$ cat src/rtl/mem_port_arbiter.sv
// mem_port_arbiter
//   Shares the single Memory port between instruction fetch and load/store.
//   One request is latched at a time and completes as a single memory access
//   followed by a one-cycle response pulse to the winning requester.
//   Data requests win arbitration unless fetch has been passed over
//   STARVE_LIMIT times in a row. Misaligned data requests skip memory and
//   respond with d_err.
//
// Ports
//   clk, rst (async, active-low)
//   if_req/if_addr -> if_gnt, if_rvalid, if_rdata       fetch side
//   d_req/d_we/d_addr/d_wdata/d_size -> d_gnt, d_rvalid, d_rdata, d_err
//   memory_write/memory_data_in/memory_size/memory_addr -> Memory
//   memory_data_out <- Memory (combinational read of memory_addr)
module mem_port_arbiter #(
    parameter int STARVE_LIMIT = 4
) (
    input  logic        clk,
    input  logic        rst,
    input  logic        if_req,
    input  logic [31:0] if_addr,
    output logic        if_gnt,
    output logic        if_rvalid,
    output logic [31:0] if_rdata,
    input  logic        d_req,
    input  logic        d_we,
    input  logic [31:0] d_addr,
    input  logic [31:0] d_wdata,
    input  logic [1:0]  d_size,
    output logic        d_gnt,
    output logic        d_rvalid,
    output logic [31:0] d_rdata,
    output logic        d_err,
    output logic        memory_write,
    output logic [31:0] memory_data_in,
    output logic [1:0]  memory_size,
    output logic [31:0] memory_addr,
    input  logic [31:0] memory_data_out
);

    typedef enum logic [1:0] {IDLE, ACCESS, RESP} state_t;

    localparam logic [3:0] LIMIT = 4'(STARVE_LIMIT);

    state_t      state_q, state_d;
    logic [3:0]  starve_cnt_q, starve_cnt_d;
    logic        if_rvalid_q, if_rvalid_d;
    logic [31:0] if_rdata_q, if_rdata_d;
    logic        d_rvalid_q, d_rvalid_d;
    logic [31:0] d_rdata_q, d_rdata_d;
    logic        d_err_q, d_err_d;

    // Latched request fields; only observed while in ACCESS, so no reset.
    logic        sel_data_q, sel_data_d;
    logic        we_q, we_d;
    logic [31:0] addr_q, addr_d;
    logic [31:0] wdata_q, wdata_d;
    logic [1:0]  size_q, size_d;

    logic fetch_wins;
    logic in_access;

    function automatic logic misaligned(input logic [1:0] size, input logic [1:0] addr_lo);
        case (size)
            2'd0:    return 1'b0;
            2'd1:    return addr_lo[0];
            2'd2:    return addr_lo != 2'b00;
            default: return 1'b1;
        endcase
    endfunction

    // Fetch wins when it is alone or when data has starved it long enough.
    assign fetch_wins = if_req && (!d_req || starve_cnt_q == LIMIT);
    assign if_gnt     = (state_q == IDLE) && fetch_wins;
    assign d_gnt      = (state_q == IDLE) && d_req && !fetch_wins;

    assign in_access      = (state_q == ACCESS);
    assign memory_write   = in_access && sel_data_q && we_q;
    assign memory_data_in = (in_access && sel_data_q && we_q) ? wdata_q : 32'd0;
    assign memory_size    = (in_access && sel_data_q) ? size_q : 2'd2;
    assign memory_addr    = !in_access ? 32'd0 :
                            (sel_data_q ? addr_q : {addr_q[31:2], 2'b00});

    assign if_rvalid = if_rvalid_q;
    assign if_rdata  = if_rdata_q;
    assign d_rvalid  = d_rvalid_q;
    assign d_rdata   = d_rdata_q;
    assign d_err     = d_err_q;

    always_comb begin
        state_d      = state_q;
        starve_cnt_d = starve_cnt_q;
        if_rvalid_d  = if_rvalid_q;
        if_rdata_d   = if_rdata_q;
        d_rvalid_d   = d_rvalid_q;
        d_rdata_d    = d_rdata_q;
        d_err_d      = d_err_q;
        sel_data_d   = sel_data_q;
        we_d         = we_q;
        addr_d       = addr_q;
        wdata_d      = wdata_q;
        size_d       = size_q;

        case (state_q)
            IDLE: begin
                if (if_gnt) begin
                    sel_data_d   = 1'b0;
                    we_d         = 1'b0;
                    addr_d       = if_addr;
                    wdata_d      = 32'd0;
                    size_d       = 2'd2;
                    starve_cnt_d = 4'd0;
                    state_d      = ACCESS;
                end else if (d_gnt) begin
                    sel_data_d = 1'b1;
                    we_d       = d_we;
                    addr_d     = d_addr;
                    wdata_d    = d_wdata;
                    size_d     = d_size;
                    if (!if_req) begin
                        starve_cnt_d = 4'd0;
                    end else if (starve_cnt_q != LIMIT) begin
                        starve_cnt_d = starve_cnt_q + 4'd1;
                    end
                    if (misaligned(d_size, d_addr[1:0])) begin
                        // Trap without touching memory; respond next cycle.
                        d_rvalid_d = 1'b1;
                        d_err_d    = 1'b1;
                        d_rdata_d  = 32'd0;
                        state_d    = RESP;
                    end else begin
                        state_d = ACCESS;
                    end
                end
            end
            ACCESS: begin
                state_d = RESP;
                if (sel_data_q) begin
                    d_rvalid_d = 1'b1;
                    d_err_d    = 1'b0;
                    d_rdata_d  = we_q ? 32'd0 : memory_data_out;
                end else begin
                    if_rvalid_d = 1'b1;
                    if_rdata_d  = memory_data_out;
                end
            end
            RESP: begin
                if_rvalid_d = 1'b0;
                d_rvalid_d  = 1'b0;
                state_d     = IDLE;
            end
            default: state_d = IDLE;
        endcase
    end

    always_ff @(posedge clk or negedge rst) begin
        if (!rst) begin
            state_q      <= IDLE;
            starve_cnt_q <= 4'd0;
            if_rvalid_q  <= 1'b0;
            if_rdata_q   <= 32'd0;
            d_rvalid_q   <= 1'b0;
            d_rdata_q    <= 32'd0;
            d_err_q      <= 1'b0;
        end else begin
            state_q      <= state_d;
            starve_cnt_q <= starve_cnt_d;
            if_rvalid_q  <= if_rvalid_d;
            if_rdata_q   <= if_rdata_d;
            d_rvalid_q   <= d_rvalid_d;
            d_rdata_q    <= d_rdata_d;
            d_err_q      <= d_err_d;
        end
    end

    always_ff @(posedge clk) begin
        sel_data_q <= sel_data_d;
        we_q       <= we_d;
        addr_q     <= addr_d;
        wdata_q    <= wdata_d;
        size_q     <= size_d;
    end

endmodule

$ cat config.mk
export PLATFORM = sky130hd
export DESIGN_NAME = mem_port_arbiter
export DESIGN_NICKNAME = d
export VERILOG_FILES = /design/src/rtl/mem_port_arbiter.sv
export SDC_FILE = /design/constraint.sdc
export NUM_CORES = 1
export LEC_CHECK = 0
export CAP_MARGIN = 20
export CELL_PAD_IN_SITES_DETAIL_PLACEMENT = 0
export CELL_PAD_IN_SITES_GLOBAL_PLACEMENT = 1
export CORE_AREA = 2 2 143 145
export DETAILED_ROUTE_END_ITERATION = 16
export DIE_AREA = 0 0 145 147
export GPL_ROUTABILITY_DRIVEN = 0
export PLACE_DENSITY_LB_ADDON = 0.1
export SETUP_SLACK_MARGIN = 0.1
export SLEW_MARGIN = 20
export SYNTH_ARGS = -nofsm -noshare
export SYNTH_HDL_FRONTEND = slang
export SYNTH_SLANG_ARGS = --single-unit
$ cat constraint.sdc
create_clock -name clk -period 2.92 [get_ports clk]
set_clock_uncertainty 0.1 [all_clocks]
set_input_delay 0.584 -clock clk [delete_from_list [all_inputs] [get_ports clk]]
set_output_delay 0.584 -clock clk [all_outputs]
set_load 0.1 [all_outputs]
Yosys cells after proc, flatten, opt, wreduce, memory -nomap -nowiden
Index checks and enable logic that the tools add are counted.
Storage, ports and cells
  bits in registers: 141
  bits of input ports: 135
  output and inout port bits: 136
  logic and storage cells: 86
Operators by class
  add/sub/neg operators: 1
  eq/ne operators: 13
  mux-type cells: 37
  bitwise logic cells: 1
  reduce and logical (&&, ||, !) cells: 22
Operators with widths (count)
  $mux 32: 10
  $pmux 32 s2: 1
  $mux 4: 4
  $mux 2: 6
  $mux 1: 11
  $reduce_and 5->1: 2
  $ne 2x2->1 const B: 4
  $reduce_bool 2->1: 4
  $logic_and 1x1->1: 6
  $pmux 1 s3: 2
  $reduce_and 2->1: 3
  $add 4x1->4 const B: 1
  $eq 2x1->1 const B: 2
  $eq 2x2->1 const B: 2
  $eq 4x3->1 const B: 1
  $logic_not 2->1: 2
  $ne 4x3->1 const B: 1
  $pmux 1 s2: 2
  $pmux 2 s2: 1
  $ne 3x1->1 const B: 1
  $ne 3x3->1 const B: 1
  $reduce_and 3->1: 1
  $reduce_bool 3->1: 1
  $logic_not 1->1: 2
  other kinds (3): 3

Logic depth before layout (Yosys ltp)
  word-level depth: 12
  depth in mapped cells: 7
  gate-level depth less buffers: 6

Worst setup path after synthesis
No wires, ideal clock.
  path kind: flip-flop to output port
  start point: reg state_q[0]
  end point: out d_gnt
  data arrival time: 2880 ps
  data required time: 2236 ps
  slack: -644 ps
  cell stages (with the launch flop): 4
  buffers on the path: 2
  cells stage by stage: dfrtp_1 -> clkbuf_1 -> buf_2 -> nor3_1
Between the ends
  cells in the longest elaborated chain, start to end: 3
RTL lines
  start, declared: line 45  | state_t state_q, state_d;
  start signal, assigned: line 166  | state_q <= state_d;
  $logic_not 2->1: line 75  | assign d_gnt = (state_q == IDLE) && d_req && !fetch_wins;
  $logic_and 1x1->1 (2 in a row): line 75
  end, declared: line 30  | output logic d_gnt,
No other way between the ends.

Worst setup path after layout
  start point: reg state_q[1]
  end point: out memory_data_in[11]
Between the ends
  cells in the longest elaborated chain, start to end: 4
RTL lines
  $eq 2x1->1: line 77  | assign in_access = (state_q == ACCESS);
  $logic_and 1x1->1 (2 in a row): line 79  | assign memory_data_in = (in_access && sel_data_q && we_q) ? wdata_q : 32'd0;
  $mux 32: line 79
  end, declared: line 35  | output logic [31:0] memory_data_in,
No other way between the ends.

==> impl_metrics.env <==
export IMPL_seq_area_frac_synth=0.604
export IMPL_min_period_ps=2660
export IMPL_io_pins=271
export IMPL_htreeDepth=4
export IMPL_powerDensity_mw_per_mm2=1170
export IMPL_ys_warnings_count=0
export IMPL_postRouteAntennaNets=0
export IMPL_rsz0062_at_grt="false"
export IMPL_grt_max_degree=74
export IMPL_grt_pass1_vias=5102
export IMPL_maxSlewViolCount=0
export IMPL_power_leakage_nw=4.27
export IMPL_vdd_drop_max_uv=527
export IMPL_setup_worst_path_end_class="primary output"
export IMPL_cts_hold_repair_buffers=0
export IMPL_area_growth_pct=65.3
export IMPL_hold_class="in2async"
export IMPL_drive_above_1_share=0.326
export IMPL_fmax_mhz=375
export IMPL_clk_path_buf_depth=2
export IMPL_post_cts_setup_buffer_count=0
export IMPL_numCtsBuffers=17
export IMPL_dp_cells=1036
export IMPL_synth_net_count=652
export IMPL_tns_ps=0
export IMPL_status="completed"
export IMPL_syn_area_per_cell_um2=12.4
export IMPL_die_height_um=147
export IMPL_crit_arrival_ps=1980
export IMPL_grt_pass1_wl_um=28900
export IMPL_start_util=0.323
export IMPL_diodes=0
export IMPL_core_area_mm2=0.0198
export IMPL_final_period_utilization=0.913
export IMPL_num_rows=52
export IMPL_dr_pass1_iters=4
export IMPL_final_util=0.533
export IMPL_synth_distinct_cells=39
export IMPL_dr_total_vias=4870
export IMPL_slew_limit_headroom=0.350
export IMPL_grt_usage=0.176
export IMPL_die_x_um=145
export IMPL_root_buffer="clkbuf_16"
export IMPL_syn_inst=515
export IMPL_post_route_drc_count=0
export IMPL_yosysTopAreaCellShare=0.319
export IMPL_synth_top_cells_by_area="edfxtp_1 (32%), dfrtp_1 (29%), mux2_2 (11%), and2_1 (6.1%), nor2b_1 (3.4%)"
export IMPL_cts_tree="yes"
export IMPL_clk_latency_ps=410
export IMPL_maxCapViolCount=0
export IMPL_die_area_mm2=0.0213
export IMPL_grt_overflow=0
export IMPL_fin_hold_ws_ps=190
export IMPL_final_instance_count_excl_fill=1067
export IMPL_antenna_found_initial=0
export IMPL_numPortBuffers=270
export IMPL_syn_cell_area_mm2=0.00640
export IMPL_start_kind="flop"
export IMPL_clk_pin_slew_ps=60
export IMPL_fin_nets=922
export IMPL_ys_seq_elements=141
export IMPL_wl_um=18300
export IMPL_yosysTopAreaCell="edfxtp_1"
export IMPL_detail_route_wl_per_cell_um=17.2
export IMPL_cp_required_ps=2240
export IMPL_drt_iter0_drc=179
export IMPL_dp_hpwl_um=13300
export IMPL_crit_type="reg2out"
export IMPL_finalSetupViolCount=0
export IMPL_viasPerCell=4.56
export IMPL_r2r_cells=6
export IMPL_cts_sinks=141
export IMPL_crit_path_max_fanout=33
export IMPL_finalHoldViolations=0
export IMPL_worst_pin_slew_ps=974
[logic make-up after synthesis]
logic type / Yosys count / synth area share
AND/OR/NAND/NOR: 156 / 0.146
flip-flops: 141 / 0.604
buffers and inverters: 72 / 0.0506
AO/OA/AOI/OAI: 79 / 0.0813
adder cells (fa/ha/maj): 2 / 0.00391
multiplexers: 65 / 0.114
[cells in the mapped netlist (all sizes together)]
cell type / n
dfrtp: 73
edfxtp: 68
mux2: 64
and2: 62
inv: 39
o21ai: 39
nor2b: 35
nand3: 31
o211ai: 29
buf: 18
clkbuf: 15
nand2: 6
and3: 5
nor2: 4
nor3: 4
a32oi: 3
and2b: 3
a21oi: 2
a22o: 2
ha: 2
nand3b: 2
or2: 2
a21boi: 1
a21o: 1
mux2i: 1
nand2b: 1
o311a: 1
o31ai: 1
or3: 1
[where the power goes]
group / internal (mW) / switching [mW]
Combinational: 1.75 / 5.12
Sequential: 2.85 / 0.336
Clock: 1.53 / 0.839
[critical path, stage by stage, from the launching register on]
cell and delay [ps]:
dfrtp_1 470, and2b_1 270, and3_1 170, buf_6 220, and2_1 230, buf_12 190
[flip-flops by register name (all words and copies together) (netlist names)]
| register | cells |
|---|---|
| d_rvalid | 1 |
| we_q | 1 |
| starve_cnt_q | 4 |
| if_rdata | 32 |
| d_err | 1 |
| wdata_q | 32 |
| d_rdata | 32 |
| if_rvalid | 1 |
| sel_data_q | 1 |
| size_q | 2 |
| state_q | 2 |
| addr_q | 32 |
[path summary, 6_finish.rpt]
check / start / end / slack, ps
setup / recovery: state_q[1] / memory_data_in[11] / 260
hold / removal: rst / d_rdata[11] / 190
setup reg to reg: starve_cnt_q[0] / addr_q[31] / 750
hold reg to reg: if_rdata[27] / if_rdata[27] / 400
max in group asynchronous: rst / if_rdata[26] / 1860
min in group clk: if_rdata[27] / if_rdata[27] / 400
[repair_timing]
item | CTS | global route
resized for setup | 0 | 1
setup endpoints to repair | 0 | 32
hold endpoints to repair | 0 | 0
[placed cells by master, fill, tap and decap left out, drive strengths merged, types with 3 or more instances in the layout]
cell / n
a32oi: 3
and2: 62
and2b: 3
and3: 5
buf: 151
clkbuf: 25
clkdlybuf4s50: 133
clkinv: 3
dfrtp: 73
edfxtp: 68
inv: 40
mux2: 64
nand2: 6
nand3: 31
nor2: 4
nor2b: 35
nor3: 4
o211ai: 29
o21ai: 39
[routing by layer]
layer / wire length [µm] / track usage
met2: 8820 / 0.287
met5: 0 / 0
met4: 318 / 0.0639
met3: 1990 / 0.0873
met1: 7180 / 0.202
[metrics by stage]
| stage | area, µm² | worst slack [ps] | total power [mW] |
|---|---|---|---|
| 2_1_floorplan | 6420 | 204 | 8.18 |
| 3_3_place_gp | 9920 | 389 | 10.1 |
| 3_5_place_dp | 9920 | 329 | 10.1 |
| 4_1_cts | 10600 | 163 | 12.5 |
| 5_1_grt | 10600 | 117 | 12.9 |
| 6_report | 10600 | 255 | 12.4 |
[area by class of cell]
class                           count  area (µm²)
Fill cell                        1706        9270
Sequential cell                   141        3870
Timing Repair Buffer              284        3330
Multi-Input combinational cell    302        2230
Clock buffer                       25         571
Tap cell                          270         338
Inverter                           39         146
Clock inverter                      6        88.8
No activity file was read; power rests on OpenSTA's default activity.
